==> src/rtl/k051937_prio_mixer_if.sv <==
// Pixel, blanking and CPU register bus between the sprite line-buffer stage, the
// priority mixer and the palette stage.
interface k051937_prio_mixer_if;
  logic        PE_6M;
  logic [11:0] OB;
  logic        SHAD;
  logic        NCBK;
  logic        NVBK;
  logic [8:0]  FIX;
  logic [8:0]  LAYA;
  logic [8:0]  LAYB;
  logic        CS;
  logic        WR;
  logic [1:0]  A;
  logic [7:0]  D;
  logic [10:0] CI;
  logic        SHADOW;
  logic        NBLANK;

  modport master (
    output PE_6M, OB, SHAD, NCBK, NVBK, FIX, LAYA, LAYB, CS, WR, A, D,
    input  CI, SHADOW, NBLANK
  );

  modport slave (
    input  PE_6M, OB, SHAD, NCBK, NVBK, FIX, LAYA, LAYB, CS, WR, A, D,
    output CI, SHADOW, NBLANK
  );
endinterface

==> src/rtl/k051937_prio_mixer.sv <==
// Three-stage sprite/tilemap priority mixer producing palette indices.
// Optional macro PRIO_MIXER_SOLO_EN adds the immediate-effect SOLO debug register at A=3.
module k051937_prio_mixer #(
  parameter int         LAT            = 3,
  parameter logic [7:0] RESET_BACKDROP = 8'h00
) (
  input logic                   clk_24M,
  input logic                   RES,
  k051937_prio_mixer_if.slave   bus
);

  if (LAT != 3) begin : g_lat_check
    $error("k051937_prio_mixer: LAT must be 3");
  end

  typedef enum logic [2:0] {W_FIX, W_A, W_B, W_S, W_BD} win_e;

  logic [2:0] ctrl_pend_q, ctrl_act_q;
  logic [4:0] bd_pend_q, bd_act_q;
  logic [2:0] mask_pend_q, mask_act_q;
  logic       nvbk_q, copy_q;
  logic       wr_en;

  logic [11:0] ob_p0_q;
  logic        shad_p0_q, ncbk_p0_q;
  logic [8:0]  fix_p0_q, laya_p0_q, layb_p0_q;

  logic [10:0] ci_p1_d, ci_p1_q;
  logic        shad_p1_d, shad_p1_q, ncbk_p1_q;

  logic [10:0] ci_p2_q;
  logic        shad_p2_q, nblank_p2_q;

  logic en_fix, en_a, en_b, en_s;
  logic opq_fix, opq_a, opq_b, opq_s;
  win_e win;

  logic unused_ok;
  assign unused_ok = ^{bus.D[7:5], bus.OB[10]};

  assign wr_en = bus.CS & bus.WR;

  // Register file: writes land in pending; active follows one cycle after NVBK falls.
  always_ff @(posedge clk_24M or posedge RES) begin
    if (RES) begin
      ctrl_pend_q <= '0;
      bd_pend_q   <= RESET_BACKDROP[4:0];
      mask_pend_q <= 3'b111;
      ctrl_act_q  <= '0;
      bd_act_q    <= RESET_BACKDROP[4:0];
      mask_act_q  <= 3'b111;
      nvbk_q      <= 1'b1;
      copy_q      <= 1'b0;
    end else begin
      nvbk_q <= bus.NVBK;
      copy_q <= nvbk_q & ~bus.NVBK;
      if (copy_q) begin
        ctrl_act_q <= ctrl_pend_q;
        bd_act_q   <= bd_pend_q;
        mask_act_q <= mask_pend_q;
      end
      if (wr_en) begin
        case (bus.A)
          2'd0:    ctrl_pend_q <= bus.D[2:0];
          2'd1:    bd_pend_q   <= bus.D[4:0];
          2'd2:    mask_pend_q <= bus.D[2:0];
          default: ;
        endcase
      end
    end
  end

`ifdef PRIO_MIXER_SOLO_EN
  logic [2:0] solo_q;

  always_ff @(posedge clk_24M or posedge RES) begin
    if (RES) begin
      solo_q <= '0;
    end else if (wr_en && bus.A == 2'd3) begin
      solo_q <= bus.D[2:0];
    end
  end

  always_comb begin
    en_fix = 1'b1;
    en_a   = 1'b1;
    en_b   = 1'b1;
    en_s   = 1'b1;
    case (solo_q)
      3'd1:    {en_a, en_b, en_s}   = 3'b000;
      3'd2:    {en_fix, en_b, en_s} = 3'b000;
      3'd3:    {en_fix, en_a, en_s} = 3'b000;
      3'd4:    {en_fix, en_a, en_b} = 3'b000;
      default: ;
    endcase
  end
`else
  assign en_fix = 1'b1;
  assign en_a   = 1'b1;
  assign en_b   = 1'b1;
  assign en_s   = 1'b1;
`endif

  assign opq_fix = (|fix_p0_q[3:0])  & mask_act_q[0] & en_fix;
  assign opq_a   = (|laya_p0_q[3:0]) & mask_act_q[1] & en_a;
  assign opq_b   = (|layb_p0_q[3:0]) & mask_act_q[2] & en_b;
  assign opq_s   = (|ob_p0_q[3:0]) & en_s;

  always_comb begin
    win = W_BD;
    if (ob_p0_q[11] && opq_s) begin
      win = W_S;
    end else if (opq_fix) begin
      win = W_FIX;
    end else begin
      case (ctrl_act_q[1:0])
        2'd0:    win = opq_s ? W_S : opq_a ? W_A : opq_b ? W_B : W_BD;
        2'd1:    win = opq_s ? W_S : opq_b ? W_B : opq_a ? W_A : W_BD;
        2'd2:    win = opq_a ? W_A : opq_s ? W_S : opq_b ? W_B : W_BD;
        default: win = opq_b ? W_B : opq_s ? W_S : opq_a ? W_A : W_BD;
      endcase
    end
  end

  always_comb begin
    ci_p1_d = {2'b01, bd_act_q, 4'b0000};
    case (win)
      W_FIX:   ci_p1_d = {2'b00, fix_p0_q};
      W_A:     ci_p1_d = {2'b01, laya_p0_q};
      W_B:     ci_p1_d = {2'b10, layb_p0_q};
      W_S:     ci_p1_d = {1'b1, ob_p0_q[9:0]};
      default: ;
    endcase
    shad_p1_d = shad_p0_q & ctrl_act_q[2] & (win != W_FIX);
  end

  always_ff @(posedge clk_24M or posedge RES) begin
    if (RES) begin
      ob_p0_q     <= '0;
      shad_p0_q   <= 1'b0;
      ncbk_p0_q   <= 1'b0;
      fix_p0_q    <= '0;
      laya_p0_q   <= '0;
      layb_p0_q   <= '0;
      ci_p1_q     <= '0;
      shad_p1_q   <= 1'b0;
      ncbk_p1_q   <= 1'b0;
      ci_p2_q     <= '0;
      shad_p2_q   <= 1'b0;
      nblank_p2_q <= 1'b0;
    end else if (bus.PE_6M) begin
      // Stage 1: capture upstream pixel
      ob_p0_q   <= bus.OB;
      shad_p0_q <= bus.SHAD;
      ncbk_p0_q <= bus.NCBK;
      fix_p0_q  <= bus.FIX;
      laya_p0_q <= bus.LAYA;
      layb_p0_q <= bus.LAYB;
      // Stage 2: resolved index and shadow
      ci_p1_q   <= ci_p1_d;
      shad_p1_q <= shad_p1_d;
      ncbk_p1_q <= ncbk_p0_q;
      // Stage 3: blanking forces a black, unshadowed output
      ci_p2_q     <= ncbk_p1_q ? ci_p1_q : 11'd0;
      shad_p2_q   <= ncbk_p1_q & shad_p1_q;
      nblank_p2_q <= ncbk_p1_q;
    end
  end

  assign bus.CI     = ci_p2_q;
  assign bus.SHADOW = shad_p2_q;
  assign bus.NBLANK = nblank_p2_q;

endmodule

==> src/flat_wrapper.sv <==
// flat-port wrapper written by rule: the top's interface ports become plain ports
module k051937_prio_mixer_flat 
#(
  parameter int         LAT            = 3,
  parameter logic [7:0] RESET_BACKDROP = 8'h00
)
  (clk_24M, RES, bus_PE_6M, bus_OB, bus_SHAD, bus_NCBK, bus_NVBK, bus_FIX, bus_LAYA, bus_LAYB, bus_CS, bus_WR, bus_A, bus_D, bus_CI, bus_SHADOW, bus_NBLANK);
  k051937_prio_mixer_if bus_i ();
  input logic clk_24M;
  input logic RES;
  input wire logic [$bits(bus_i.PE_6M)-1:0] bus_PE_6M;
  input wire logic [$bits(bus_i.OB)-1:0] bus_OB;
  input wire logic [$bits(bus_i.SHAD)-1:0] bus_SHAD;
  input wire logic [$bits(bus_i.NCBK)-1:0] bus_NCBK;
  input wire logic [$bits(bus_i.NVBK)-1:0] bus_NVBK;
  input wire logic [$bits(bus_i.FIX)-1:0] bus_FIX;
  input wire logic [$bits(bus_i.LAYA)-1:0] bus_LAYA;
  input wire logic [$bits(bus_i.LAYB)-1:0] bus_LAYB;
  input wire logic [$bits(bus_i.CS)-1:0] bus_CS;
  input wire logic [$bits(bus_i.WR)-1:0] bus_WR;
  input wire logic [$bits(bus_i.A)-1:0] bus_A;
  input wire logic [$bits(bus_i.D)-1:0] bus_D;
  output wire logic [$bits(bus_i.CI)-1:0] bus_CI;
  output wire logic [$bits(bus_i.SHADOW)-1:0] bus_SHADOW;
  output wire logic [$bits(bus_i.NBLANK)-1:0] bus_NBLANK;
  assign bus_i.PE_6M = bus_PE_6M;
  assign bus_i.OB = bus_OB;
  assign bus_i.SHAD = bus_SHAD;
  assign bus_i.NCBK = bus_NCBK;
  assign bus_i.NVBK = bus_NVBK;
  assign bus_i.FIX = bus_FIX;
  assign bus_i.LAYA = bus_LAYA;
  assign bus_i.LAYB = bus_LAYB;
  assign bus_i.CS = bus_CS;
  assign bus_i.WR = bus_WR;
  assign bus_i.A = bus_A;
  assign bus_i.D = bus_D;
  assign bus_CI = bus_i.CI;
  assign bus_SHADOW = bus_i.SHADOW;
  assign bus_NBLANK = bus_i.NBLANK;
  k051937_prio_mixer #(.LAT(LAT), .RESET_BACKDROP(RESET_BACKDROP)) u_core (.clk_24M(clk_24M), .RES(RES), .bus(bus_i));
endmodule
==> config.mk <==
export PLATFORM = sky130hd
export DESIGN_NAME = k051937_prio_mixer_flat
export DESIGN_NICKNAME = d
export VERILOG_FILES = /design/src/rtl/k051937_prio_mixer_if.sv /design/src/rtl/k051937_prio_mixer.sv /design/src/flat_wrapper.sv
export SDC_FILE = /design/constraint.sdc
export NUM_CORES = 1
export LEC_CHECK = 0
export BUFFER_PORTS_ARGS = -buffer_cell sky130_fd_sc_hd__buf_2
export CORE_UTILIZATION = 50
export CTS_CLUSTER_SIZE = 20
export DETAILED_ROUTE_END_ITERATION = 10
export PLACE_DENSITY = 0.86
export SLEW_MARGIN = 20
export SYNTH_ARGS = -nofsm -noshare
export SYNTH_HDL_FRONTEND = slang
export SYNTH_SLANG_ARGS = --single-unit
==> constraint.sdc <==
create_clock -name clk_24M -period 3.1 [get_ports clk_24M]
set_input_delay 0.62 -clock clk_24M [delete_from_list [all_inputs] [get_ports clk_24M]]
set_output_delay 0.62 -clock clk_24M [all_outputs]
set_load 0.05 [all_outputs]
==> impl_metrics.yaml <==
timing:
  setup_viol: 0
  rsz0062_at_grt: "false"
  holdWs_ns: 0.325
  worst_pin_slew_ns: 0.651
  max_slew_margin: 0.566
  finalCritPeriodShare: 0.748
  post-route-min-period_ns: 2.32
  final_hold_viol_count: 0
  max_freq_ghz: 0.431
  timing.setup.tns_ns: 0
  drv_slew: 0
  fin_skew_ns: 0.0118
routing:
  dr.pass1.iters: 4
  finalWirelength_um: 7260
  via_per_inst: 5.47
  first_iter_violations: 183
  drc_errors: 0
  num_vias: 2383
  wl_per_cell_um: 16.6
  drtAntennaViolNets: 0
critical_path:
  crit_end: "u_core.ci_p1_q[3]$_DFFE_PP0P_"
  ff2ff_setup_slack_ns: 0.78
  critPathMaxStageDelay_ns: 0.52
  cp-startpoint: "u_core.ob_p0_q[0]$_DFFE_PP0P_"
  path_cells: "nor4_4 > nor2_1 > o21ai_2 > buf_4 > o2111ai_1 > nor2_1 > a211o_1"
  cpLargestDelayFamily: "simple AND/OR/NAND/NOR gates"
  critPathArrivalTime_ns: 2.61
  end_kind: "flip-flop"
  slowest_stage: "nor4_4"
  worst-path-max-fanout: 7
  cp.depth: 7
  ff2ff_path_depth: 7
  path_common_cell: "nor2_1"
  crit_type: "flip-flop to flip-flop"
  r2r_start: "u_core.ob_p0_q[0]$_DFFE_PP0P_"
  start_kind: "flip-flop"
  timing.rr.end: "u_core.ci_p1_q[3]$_DFFE_PP0P_"
  cp.required_ns: 3.39
  critPathBufInv: 1
floorplan:
  design.core.area_mm2: 0.00725
  dieArea_mm2: 0.00788
  rows: 31
  io_pins: 70
  initial_core_util: 0.519
  die_w_um: 88.8
  die_h_um: 88.8
pwr:
  comb_power_share: 0.222
  power.share.clock: 0.297
  p_seq_frac: 0.481
  ir_drop_v: 0.000314
  swShare: 0.289
  p_per_area_mw_per_mm2: 732
  power_w: 0.00326
  p_leak_nw: 2.06
  power_switching_w: 0.000940
  intPower_w: 0.00232
grt:
  track_usage: 0.212
  grt_pass1_wl_um: 12200
  gr-total-overflow: 0
  antenna_found_initial: 0
  grt_pass1_vias: 2391
  grt_max_degree: 58
logic_synthesis:
  synth.area.top_cells: "dfrtp_1 (55%), mux2_2 (19%), dfstp_2 (4.9%)"
  syn_nets: 320
  async_reset_ff_frac: 1.00
  synth_area_per_cell_um2: 14.3
  ys_ff_latch: 90
  synth_top_area_frac: 0.552
  dominantRegCellSynth: "dfrtp_1"
  ys_top_cells_by_count: "dfrtp_1 (83), mux2_2 (62), a22o_1 (14), mux2i_1 (14), nor2_1 (9)"
  synth.yosys.warnings: 0
  syn_inst: 263
  yosysUniqueCellTypes: 37
  synth_edf_count: 0
  yosysMostFrequentCell: "dfrtp_1"
  yosysTopAreaCell: "dfrtp_1"
  syn_area_mm2: 0.00376
  ys_seq_area_frac: 0.601
cts:
  path_clk_slew_ns: 0.09
  clk_latency_ns: 0.36
  cts_tree: "done"
  postCtsSetupBuffers: 0
  clockRootBuffer: "clkbuf_8"
  cts_hold_buf: 0
  cts_max_level: 3
  cts_resized: 0
  cts_sinks: 90
  cts_buffers: 9
  cts_buffer_depth: 2
place:
  gp_congestion: 0.763
  dp_hpwl_um: 5250
  dp.cells: 420
  numPortBuffers: 65
layout:
  drive_gt1_frac: 0.481
  final_cell_count_no_fill: 436
  num_antenna_cells: 0
  fin_nets: 389
  synthToLayoutAreaGrowth_pct: 18.2
hold_path:
  min_path_type: "input pin to asynchronous set/reset pin"
status:
  status: "complete, no violations"
job:
  drv_cap: 0
==> cell families after synthesis <==
| kind of cell | count (synthesis) | synth area share |
|---|---|---|
| DFF | 90 | 0.601 |
| muxes | 76 | 0.223 |
| AOI/OAI and AO/OA | 51 | 0.111 |
| and+or+nand+nor | 30 | 0.0482 |
| buffers and inverters | 16 | 0.0179 |
==> state kept, by name, summed over array words and instances, names as in the netlist <==
register	flops
u_core.ob_p0_q	11
u_core.bus.NBLANK	1
u_core.ctrl_pend_q	3
u_core.ncbk_p0_q	1
u_core.copy_q	1
u_core.bd_act_q	5
u_core.ncbk_p1_q	1
u_core.bus.CI	11
u_core.mask_pend_q	3
u_core.mask_act_q	3
u_core.bus.SHADOW	1
u_core.shad_p0_q	1
u_core.shad_p1_q	1
u_core.fix_p0_q	9
u_core.layb_p0_q	9
u_core.ci_p1_q	11
u_core.ctrl_act_q	3
u_core.laya_p0_q	9
u_core.nvbk_q	1
u_core.bd_pend_q	5
==> cells in the final DEF (no fill, tap or decap), types with 2 or more instances in the layout <==
cell,n
nand3_1,3
dfstp_2,7
bufinv_16,3
nand2b_1,2
dfrtp_1,83
nor3_1,2
a21oi_1,5
inv_1,4
o41a_1,2
o22ai_1,5
nor2_1,9
a22o_1,14
buf_4,4
buf_2,65
clkbuf_8,11
a211o_1,4
mux2i_1,14
a21o_1,3
o21ai_0,4
o41ai_2,2
nand2_1,6
a221oi_1,5
mux2_2,62
==> layout make-up <==
class / instances / area, um2
Fill cell: 570 / 2800
Sequential cell: 90 / 2260
Multi-Input combinational cell: 157 / 1440
Timing Repair Buffer: 69 / 355
Clock buffer: 12 / 155
Tap cell: 99 / 124
Clock inverter: 4 / 97.6
Inverter: 5 / 20.0
==> worst min-delay path by stage <==
stage | startpoint | endpoint | slack, ns | depth (start not counted)
after CTS | RES | u_core.bd_pend_q[3]$_DFFE_PP0P_ | 0.33 | 2
after global placement | u_core.bus.NBLANK$_DFFE_PP0P_ | u_core.bus.NBLANK$_DFFE_PP0P_ | 0.46 | 1
final | RES | u_core.laya_p0_q[7]$_DFFE_PP0P_ | 0.32 | 2
after floorplan | u_core.shad_p1_q$_DFFE_PP0P_ | u_core.shad_p1_q$_DFFE_PP0P_ | 0.45 | 1
after global routing | bus_NVBK | u_core.nvbk_q$_DFF_PP1_ | 0.37 | 1
after detailed placement | u_core.bus.NBLANK$_DFFE_PP0P_ | u_core.bus.NBLANK$_DFFE_PP0P_ | 0.47 | 1
==> power by group through the flow <==
stage / sequential [W] / clock [W] / combinational, W
final: 0.00157 / 0.000968 / 0.000722
after global routing: 0.00160 / 0.00104 / 0.000781
after floorplan: 0.00166 / 0 / 0.000453
after CTS: 0.00157 / 0.000987 / 0.000727
after detailed placement: 0.00159 / 0 / 0.000722
after global placement: 0.00157 / 0 / 0.000699
==> per-stage QoR <==
stage | instance area, um2 | setup WS, ns | utilization
after floorplan | 3760 | 0.156 | -
after global placement | 4200 | 0.867 | 0.579
after detailed placement | 4200 | 0.809 | 0.579
after CTS | 4450 | 0.774 | 0.613
after global routing | 4450 | 0.550 | 0.613
final | 4450 | 0.780 | 0.613
==> metal layers <==
layer	wire length, um	part of all wire	vias up	track usage
met5	0	0	-	0
met4	129	0.018	0	0.0850
met3	260	0.036	12	0.0513
met2	3670	0.51	45	0.336
met1	3200	0.44	1201	0.284
li1	-	-	1125	-
(Power assumes the default switching activity.)
